`src/rtl/vga_sync_gen_if.sv`:
```
// Bus between the H/V counters and the sync/timing decoder.
// The master side drives the count values and pixel enable; the slave side
// (the decoder) returns syncs, video flag, coordinates, address and strobes.
interface vga_sync_gen_if;
    logic        en;
    logic [15:0] H_Count_Value;
    logic [15:0] V_Count_Value;
    logic        hsync;
    logic        vsync;
    logic        video_on;
    logic [9:0]  pixel_x;
    logic [9:0]  pixel_y;
    logic [18:0] fb_addr;
    logic        line_start;
    logic        frame_start;
    logic [15:0] frame_count;

    modport master (
        output en, H_Count_Value, V_Count_Value,
        input  hsync, vsync, video_on, pixel_x, pixel_y, fb_addr,
               line_start, frame_start, frame_count
    );

    modport slave (
        input  en, H_Count_Value, V_Count_Value,
        output hsync, vsync, video_on, pixel_x, pixel_y, fb_addr,
               line_start, frame_start, frame_count
    );
endinterface

```
`src/rtl/vga_sync_gen.sv`:
```
// VGA timing decoder: turns free-running H/V counts into active-low syncs,
// active-video flag, pixel coordinates, a linear framebuffer address and
// line/frame strobes, all delayed PIPE_DEPTH enabled steps (legal 1..3) so
// they line up with framebuffer read data.
module vga_sync_gen #(
    parameter int H_ACTIVE   = 640,
    parameter int H_FP       = 16,
    parameter int H_SYNC     = 96,
    parameter int H_BP       = 48,
    parameter int V_ACTIVE   = 480,
    parameter int V_FP       = 10,
    parameter int V_SYNC     = 2,
    parameter int V_BP       = 32,
    parameter int PIPE_DEPTH = 2
) (
    input logic           clk,
    input logic           rst,
    vga_sync_gen_if.slave bus
);
    localparam int H_TOTAL = H_ACTIVE + H_FP + H_SYNC + H_BP;
    localparam int V_TOTAL = V_ACTIVE + V_FP + V_SYNC + V_BP;
    localparam int HS_BEG  = H_ACTIVE + H_FP;
    localparam int HS_END  = HS_BEG + H_SYNC;
    localparam int VS_BEG  = V_ACTIVE + V_FP;
    localparam int VS_END  = VS_BEG + V_SYNC;

    typedef struct packed {
        logic        hsync_n;
        logic        vsync_n;
        logic        video_on;
        logic [9:0]  px;
        logic [9:0]  py;
        logic [18:0] addr;
        logic        ls;
        logic        fs;
    } stage_t;

    // Blanked, syncs released, no strobes: what a cleared stage holds.
    localparam stage_t IDLE = '{hsync_n: 1'b1, vsync_n: 1'b1, default: '0};

    logic [15:0] h, v;
    logic        in_range, active, frame_origin;
    logic [18:0] addr_cnt, addr_cur;
    stage_t      dec;

    stage_t [PIPE_DEPTH-1:0] pipe;
    stage_t [PIPE_DEPTH-1:0] stg_in;

    logic        fresh;      // last clk edge advanced the pipeline
    logic        fs_seen;    // first emitted frame_start after reset consumed
    logic [15:0] frame_cnt;

    assign h = bus.H_Count_Value;
    assign v = bus.V_Count_Value;

    // Decode one sample; anything past the line/frame totals is plain blanking.
    always_comb begin
        in_range     = (h < 16'(H_TOTAL)) && (v < 16'(V_TOTAL));
        active       = (h < 16'(H_ACTIVE)) && (v < 16'(V_ACTIVE));
        frame_origin = (h == 16'd0) && (v == 16'd0);
        // The origin restarts the address so the emitted value there is 0.
        addr_cur     = frame_origin ? 19'd0 : addr_cnt;

        dec          = IDLE;
        dec.hsync_n  = !(in_range && (h >= 16'(HS_BEG)) && (h < 16'(HS_END)));
        dec.vsync_n  = !(in_range && (v >= 16'(VS_BEG)) && (v < 16'(VS_END)));
        if (active) begin
            dec.video_on = 1'b1;
            dec.px       = h[9:0];
            dec.py       = v[9:0];
            dec.addr     = addr_cur;
        end
        dec.ls = in_range && (h == 16'd0);
        dec.fs = frame_origin;
    end

    // Running address: restarts at the frame origin, steps once per active pixel.
    always_ff @(posedge clk) begin
        if (!rst)
            addr_cnt <= '0;
        else if (bus.en)
            addr_cnt <= active ? addr_cur + 19'd1 : addr_cur;
    end

    // Input of each stage: the decoder feeds stage 0, each later stage its predecessor.
    always_comb begin
        stg_in[0] = dec;
        for (int i = 1; i < PIPE_DEPTH; i++)
            stg_in[i] = pipe[i-1];
    end

    // Delay line; every stage moves together on the pixel enable.
    always_ff @(posedge clk) begin
        if (!rst) begin
            for (int i = 0; i < PIPE_DEPTH; i++)
                pipe[i] <= IDLE;
        end else if (bus.en) begin
            for (int i = 0; i < PIPE_DEPTH; i++)
                pipe[i] <= stg_in[i];
        end
    end

    // Strobe qualifier and frame counter, both tracking what reaches the output.
    always_ff @(posedge clk) begin
        if (!rst) begin
            fresh     <= 1'b0;
            fs_seen   <= 1'b0;
            frame_cnt <= '0;
        end else begin
            fresh <= bus.en;
            if (bus.en && stg_in[PIPE_DEPTH-1].fs) begin
                if (fs_seen)
                    frame_cnt <= frame_cnt + 16'd1;
                fs_seen <= 1'b1;
            end
        end
    end

    assign bus.hsync       = pipe[PIPE_DEPTH-1].hsync_n;
    assign bus.vsync       = pipe[PIPE_DEPTH-1].vsync_n;
    assign bus.video_on    = pipe[PIPE_DEPTH-1].video_on;
    assign bus.pixel_x     = pipe[PIPE_DEPTH-1].px;
    assign bus.pixel_y     = pipe[PIPE_DEPTH-1].py;
    assign bus.fb_addr     = pipe[PIPE_DEPTH-1].addr;
    // Strobes last one clk: the final stage holds under en=0 but fresh drops.
    assign bus.line_start  = pipe[PIPE_DEPTH-1].ls & fresh;
    assign bus.frame_start = pipe[PIPE_DEPTH-1].fs & fresh;
    assign bus.frame_count = frame_cnt;
endmodule

```
`src/flat_wrapper.sv`:
```
// flat-port wrapper written by rule: the top's interface ports become plain ports
module vga_sync_gen_flat 
#(
    parameter int H_ACTIVE   = 640,
    parameter int H_FP       = 16,
    parameter int H_SYNC     = 96,
    parameter int H_BP       = 48,
    parameter int V_ACTIVE   = 480,
    parameter int V_FP       = 10,
    parameter int V_SYNC     = 2,
    parameter int V_BP       = 32,
    parameter int PIPE_DEPTH = 2
)
  (clk, rst, bus_en, bus_H_Count_Value, bus_V_Count_Value, bus_hsync, bus_vsync, bus_video_on, bus_pixel_x, bus_pixel_y, bus_fb_addr, bus_line_start, bus_frame_start, bus_frame_count);
  vga_sync_gen_if bus_i ();
  input logic clk;
  input logic rst;
  input wire logic [$bits(bus_i.en)-1:0] bus_en;
  input wire logic [$bits(bus_i.H_Count_Value)-1:0] bus_H_Count_Value;
  input wire logic [$bits(bus_i.V_Count_Value)-1:0] bus_V_Count_Value;
  output wire logic [$bits(bus_i.hsync)-1:0] bus_hsync;
  output wire logic [$bits(bus_i.vsync)-1:0] bus_vsync;
  output wire logic [$bits(bus_i.video_on)-1:0] bus_video_on;
  output wire logic [$bits(bus_i.pixel_x)-1:0] bus_pixel_x;
  output wire logic [$bits(bus_i.pixel_y)-1:0] bus_pixel_y;
  output wire logic [$bits(bus_i.fb_addr)-1:0] bus_fb_addr;
  output wire logic [$bits(bus_i.line_start)-1:0] bus_line_start;
  output wire logic [$bits(bus_i.frame_start)-1:0] bus_frame_start;
  output wire logic [$bits(bus_i.frame_count)-1:0] bus_frame_count;
  assign bus_i.en = bus_en;
  assign bus_i.H_Count_Value = bus_H_Count_Value;
  assign bus_i.V_Count_Value = bus_V_Count_Value;
  assign bus_hsync = bus_i.hsync;
  assign bus_vsync = bus_i.vsync;
  assign bus_video_on = bus_i.video_on;
  assign bus_pixel_x = bus_i.pixel_x;
  assign bus_pixel_y = bus_i.pixel_y;
  assign bus_fb_addr = bus_i.fb_addr;
  assign bus_line_start = bus_i.line_start;
  assign bus_frame_start = bus_i.frame_start;
  assign bus_frame_count = bus_i.frame_count;
  vga_sync_gen #(.H_ACTIVE(H_ACTIVE), .H_FP(H_FP), .H_SYNC(H_SYNC), .H_BP(H_BP), .V_ACTIVE(V_ACTIVE), .V_FP(V_FP), .V_SYNC(V_SYNC), .V_BP(V_BP), .PIPE_DEPTH(PIPE_DEPTH)) u_core (.clk(clk), .rst(rst), .bus(bus_i));
endmodule
```
`config.mk`:
```
export PLATFORM = sky130hd
export DESIGN_NAME = vga_sync_gen_flat
export DESIGN_NICKNAME = d
export VERILOG_FILES = /design/src/rtl/vga_sync_gen_if.sv /design/src/rtl/vga_sync_gen.sv /design/src/flat_wrapper.sv
export SDC_FILE = /design/constraint.sdc
export NUM_CORES = 1
export LEC_CHECK = 0
export BUFFER_PORTS_ARGS = -buffer_cell sky130_fd_sc_hd__buf_2
export CAP_MARGIN = 5
export CELL_PAD_IN_SITES_DETAIL_PLACEMENT = 2
export CELL_PAD_IN_SITES_GLOBAL_PLACEMENT = 2
export CORE_MARGIN = 2
export CORE_UTILIZATION = 34
export CTS_CLUSTER_DIAMETER = 150
export DETAILED_ROUTE_END_ITERATION = 8
export PLACE_DENSITY_LB_ADDON = 0.25
export SLEW_MARGIN = 20
export SYNTH_ARGS = -nofsm -noshare
export SYNTH_HDL_FRONTEND = slang
export SYNTH_SLANG_ARGS = --single-unit
```
`constraint.sdc`:
```
create_clock -name clk -period 2.8 [get_ports clk]
set_input_delay 0.14 -clock clk [delete_from_list [all_inputs] [get_ports clk]]
set_output_delay 0.14 -clock clk [all_outputs]
set_load 0.05 [all_outputs]
```
==> impl.org <==
** Floorplanning
- Number of rows in the core area :: 46
- 95 I/O pins were placed.
- Chip Width :: approximately 130 um
- Vertical extent of the die :: 132 um
- Core Area :: about 0.016 sq mm
- Area enclosed by the die boundary :: between 0.015 and 0.02 sq mm
- Effective utilization at floorplan :: approximately a third

** STA
- Setup repair after global routing left no endpoint under its margin.
- Setup violations remaining at the end of the flow were counted as 0.
- For the pin with the worst max-slew slack, the measured transition is 0.773 ns.
- Setup tns final :: 0 ns
- Across the routed clock network, the largest skew measured is around 0.0056 ns.
- The max-slew violation count is 0.
- Final Hold Slack :: 0.0181 ns
- F_max :: between 0.4 and 0.5 GHz
- The final number of hold-violating endpoints came to 0.
- The worst pin sits at a relative slew slack of 48.5%.
- Fin crit share :: ~77%
- Subtracting the final worst setup slack from the clock period gives 2.17 ns.

** GRT
- Vias in the first global route :: 4793
- Wire length of the first global-routing pass :: between 20 and 25 mm
- For this run, the total global-route usage over all layers was measured as between 15 and 20%.
- The total overflow left after global routing is 0.
- Antenna violations before repair :: 0
- Pin count of the biggest net entering global routing :: 56

** Synth
- Number of standard cells after synthesis :: between 500 and 600
- After synthesis, the share of flip-flops with an asynchronous set or reset is 0%.
- Synth Net Count :: 629
- Yosys mapped the design onto about 50 distinct sky130hd cell types.
- After synthesis the cells add up to 0.00558 sq mm.
- The synthesized design contains 0 enable-type register cells.
- In this run the mean area of a mapped cell was 9.43 sq um.
- The most used flip-flop cell after synthesis is sky130_fd_sc_hd__dfxtp_1.
- Number of synthesis warnings :: 0
- Total of flip-flops plus latches after synthesis :: 125
- Share of the yosys chip area belonging to registers :: 44.8%

** Power
- Switching portion of total power :: 21.3%
- Sequential cells account for 42.7% of the total power.
- Cell area power density :: between 600 and 700 mW/mm^2
- The analysis attributes to net switching a power of just under 0.0009 W.
- Proportion of power drawn by the clock network :: approximately 54%
- Combinational logic is responsible for 3.5% of the overall power.
- Design internal power :: around 0.0033 W
- Leakage component of the power :: approximately 2.6 nW
- Worst ir drop on vdd :: around 400 uV

** Worst hold path
- Hold Path Cell Cnt :: 3
- Endpoint of the worst hold-timing path :: u_core.pipe[26]
- Worst hold-check path type :: input port to flop
- The worst hold path begins at bus_V_Count_Value[5].

** Clocking
- H-Tree Level Count :: 4
- Post-cts hold buffer count :: 0
- CTS resizes :: 0
- In this run, CTS created clock tree buffers numbering 17.
- Clock-pin slew on the worst setup and hold paths :: ~0.060 ns
- Clock tree from TritonCTS :: built
- The longest clock path from root to sink contains 2 buffers.
- Buffers added to address setup during post-CTS repair amount to 0.
- Clk_lat worst skew :: roughly 0.42 ns
- The tree is rooted in a sky130_fd_sc_hd__clkbuf_16.
- TritonCTS Sinks :: around 130

** Critical path
- Flop2flop setup slack :: roughly 0.64 ns
- CP arrival :: roughly 2.5 ns
- Capturing element type of the critical path :: flop
- End of the worst register-to-register path :: u_core.addr_cnt[13]
- The worst setup path is launched from an input port.
- Counting both buffers and inverters, the worst setup path holds a total of 2.
- Grouping stages by cell kind, the critical path spends the most delay in simple AND/OR/NAND/NOR gates.
- The signal on the critical path passes through buf_2 > or4_1 > nor4_1 > and4_1 > buf_4 > nor4b_2 > a221o_1 > a21boi_1.
- Beginning of the worst register-to-register path :: u_core.addr_cnt[7]
- Critical path type :: input port to flop
- R2R depth :: 6
- For this design, the slowest cell found on the critical path is sky130_fd_sc_hd__or4_1.
- Peak fanout along the critical path :: 20
- At the worst endpoint, the required time is roughly 3.1 ns.
- Delay of the slowest cell on the worst path :: 0.54 ns

** Outcome
- The flow ran to the end, and the final reports show no timing, DRC or antenna violations.

** Placed design
- In this run the tool buffered the top-level ports with 94 buffer cells.
- Routability-driven placement finished with a final weighted congestion of roughly 0.73.
- Final HPWL from detailed placement :: approximately 9.9 mm
- Cell area after placement :: between 0.005 and 0.006 sq mm

** Flow run
- Max-cap violations in this run came to 0.

** Cells and area
- In the final layout, flip-flops and latches occupy roughly 0.0025 sq mm.
- The repair_antennas step left the layout with diodes totalling 0.
- Leaving out fill and tap cells, the most frequent cells in the layout are sky130_fd_sc_hd__dfxtp_1 (125), sky130_fd_sc_hd__buf_2 (93), sky130_fd_sc_hd__nor2b_1 (69), sky130_fd_sc_hd__nand2_1 (51), sky130_fd_sc_hd__mux2i_1 (48).
- After filler insertion, the fill cell instance count of the layout stands at roughly 1700.
- The library cell used most frequently in the layout, excluding fill and tap cells, is sky130_fd_sc_hd__dfxtp_1.
- Area occupied by multi-input gates :: between 0.002 and 0.003 sq mm
- For this run, the post-layout net count is 678.
- Post-route standard cell area excluding fillers :: 0.00659 sq mm
- Once layout is complete, the utilization of the core stands at 41.4%.
- From synthesis to final layout, the design area changed by 18.1%.
- The post-route netlist has 23.2% of its cells at a drive strength greater than 1.

** Routing
- For this block, the initial DRC count from the detailed router was between 100 and 150.
- The routed design has ~15 mm of wire.
- Total via count in the routed design :: between 4000 and 5000
- In the final routed layout, each cell accounts on average for ~17 um.
- For this run, design rule violations remaining after detail routing come to 0.
- In this run the remaining antenna-violating nets after routing total 0.
- Dividing the detail-routed via count by the number of cells gives between 4 and 5.
- The pre-antenna-repair detailed-routing pass consisted of 4 iterations.
## worst min-delay path: stages
cell and delay [ns]:
sky130_fd_sc_hd__buf_2 0.11, sky130_fd_sc_hd__nand3_1 0.06, sky130_fd_sc_hd__a21boi_0 0.07
## cell families after synthesis
logic type                 synth area share [%]
and+or+nand+nor                            25.5
DFF                                        44.8
buffers and inverters                      8.27
AOI/OAI and AO/OA                          9.21
muxes                                      8.60
xor gates and xnor gates                   3.14
adders and majority gates                 0.448
## synth_stat cells, types with 3 or more instances
master                     number  area [sq um]
sky130_fd_sc_hd__dfxtp_1      125          2500
sky130_fd_sc_hd__xnor2_1       17           149
sky130_fd_sc_hd__nand4_1       11          68.8
sky130_fd_sc_hd__nor4b_2        3          45.0
sky130_fd_sc_hd__buf_4         39           293
sky130_fd_sc_hd__or2_2          3          18.8
sky130_fd_sc_hd__xor2_1         3          26.3
sky130_fd_sc_hd__nor4_1         4          25.0
sky130_fd_sc_hd__a21boi_1       4          30.0
sky130_fd_sc_hd__nand2_1       51           191
sky130_fd_sc_hd__nand3_1       30           150
sky130_fd_sc_hd__or3_1          4          25.0
sky130_fd_sc_hd__o21a_1         3          22.5
sky130_fd_sc_hd__a21boi_0      25           188
sky130_fd_sc_hd__nor4_2         3          37.5
sky130_fd_sc_hd__buf_2          3          15.0
sky130_fd_sc_hd__mux2i_1       48           480
sky130_fd_sc_hd__and4_1         4          35.0
sky130_fd_sc_hd__and3_1         6          37.5
sky130_fd_sc_hd__a21oi_1        3          15.0
sky130_fd_sc_hd__clkbuf_1      32           120
sky130_fd_sc_hd__nor2b_1       69           432
sky130_fd_sc_hd__a22oi_1       18           135
sky130_fd_sc_hd__o21ai_0        8          40.0
sky130_fd_sc_hd__nor2_1         9          33.8
sky130_fd_sc_hd__and2_1        25           156
sky130_fd_sc_hd__inv_1          3          11.3
sky130_fd_sc_hd__nor3_1        11          55.1
sky130_fd_sc_hd__or4_1          5          37.5
## how the worst max path moves through the flow
| stage | from | end | cells past startpoint |
|---|---|---|---|
| floorplan | bus_H_Count_Value[10] | u_core.addr_cnt[7] | 8 |
| CTS | bus_H_Count_Value[1] | u_core.addr_cnt[18] | 8 |
| finish | bus_H_Count_Value[1] | u_core.addr_cnt[18] | 8 |
| global route | u_core.addr_cnt[7] | u_core.addr_cnt[13] | 6 |
| global placement | bus_H_Count_Value[1] | u_core.addr_cnt[18] | 8 |
| detailed placement | bus_H_Count_Value[1] | u_core.addr_cnt[18] | 8 |
## metal layers
layer / up-vias / GRT usage [%] / part of all wire (%)
li1: 2100 / - / -
met1: 2160 / 20.5 / 43
met2: 72 / 31.7 / 52
met3: 16 / 4.92 / 3.5
met4: 0 / 6.70 / 1.5
met5: - / 0 / 0
## flip-flops by register name, indices dropped and copies added, names as in the netlist
signal	flops
u_core.bus.pixel_x	10
u_core.bus.vsync	1
u_core.fs_seen	1
u_core.bus.pixel_y	10
u_core.fresh	1
u_core.bus.video_on	1
u_core.bus.fb_addr	19
u_core.bus.hsync	1
u_core.addr_cnt	19
u_core.pipe	46
u_core.bus.frame_count	16
## stage by stage
stage | std cells | setup WS [ns] | total power (W)
final | 870 | 0.635 | 0.00417
after global routing | 870 | 0.526 | 0.00433
after CTS | 870 | 0.639 | 0.00423
after detailed placement | 838 | 0.276 | 0.00197
after global placement | 838 | 0.439 | 0.00196
after floorplan | 592 | 0.657 | 0.00191
## cell type report
class                   count  share of cell area (%)
well taps                 216                    4.10
clock inverters            11                    2.14
clock buffers              21                    6.98
multi-input cells         386                    39.7
inverters                   4                   0.228
repair buffers            107                    8.84
flip-flops and latches    125                    38.0
## power by group through the flow
| stage | Clock (W) | Sequential (W) | Combinational (W) |
|---|---|---|---|
| after detailed placement | 0 | 0.00182 | 0.000147 |
| final | 0.00224 | 0.00178 | 0.000145 |
| after global routing | 0.00240 | 0.00178 | 0.000158 |
| after global placement | 0 | 0.00182 | 0.000144 |
| after floorplan | 0 | 0.00182 | 0.0000884 |
| after CTS | 0.00230 | 0.00178 | 0.000148 |
Note: power is estimated with default switching activity, not from simulation.
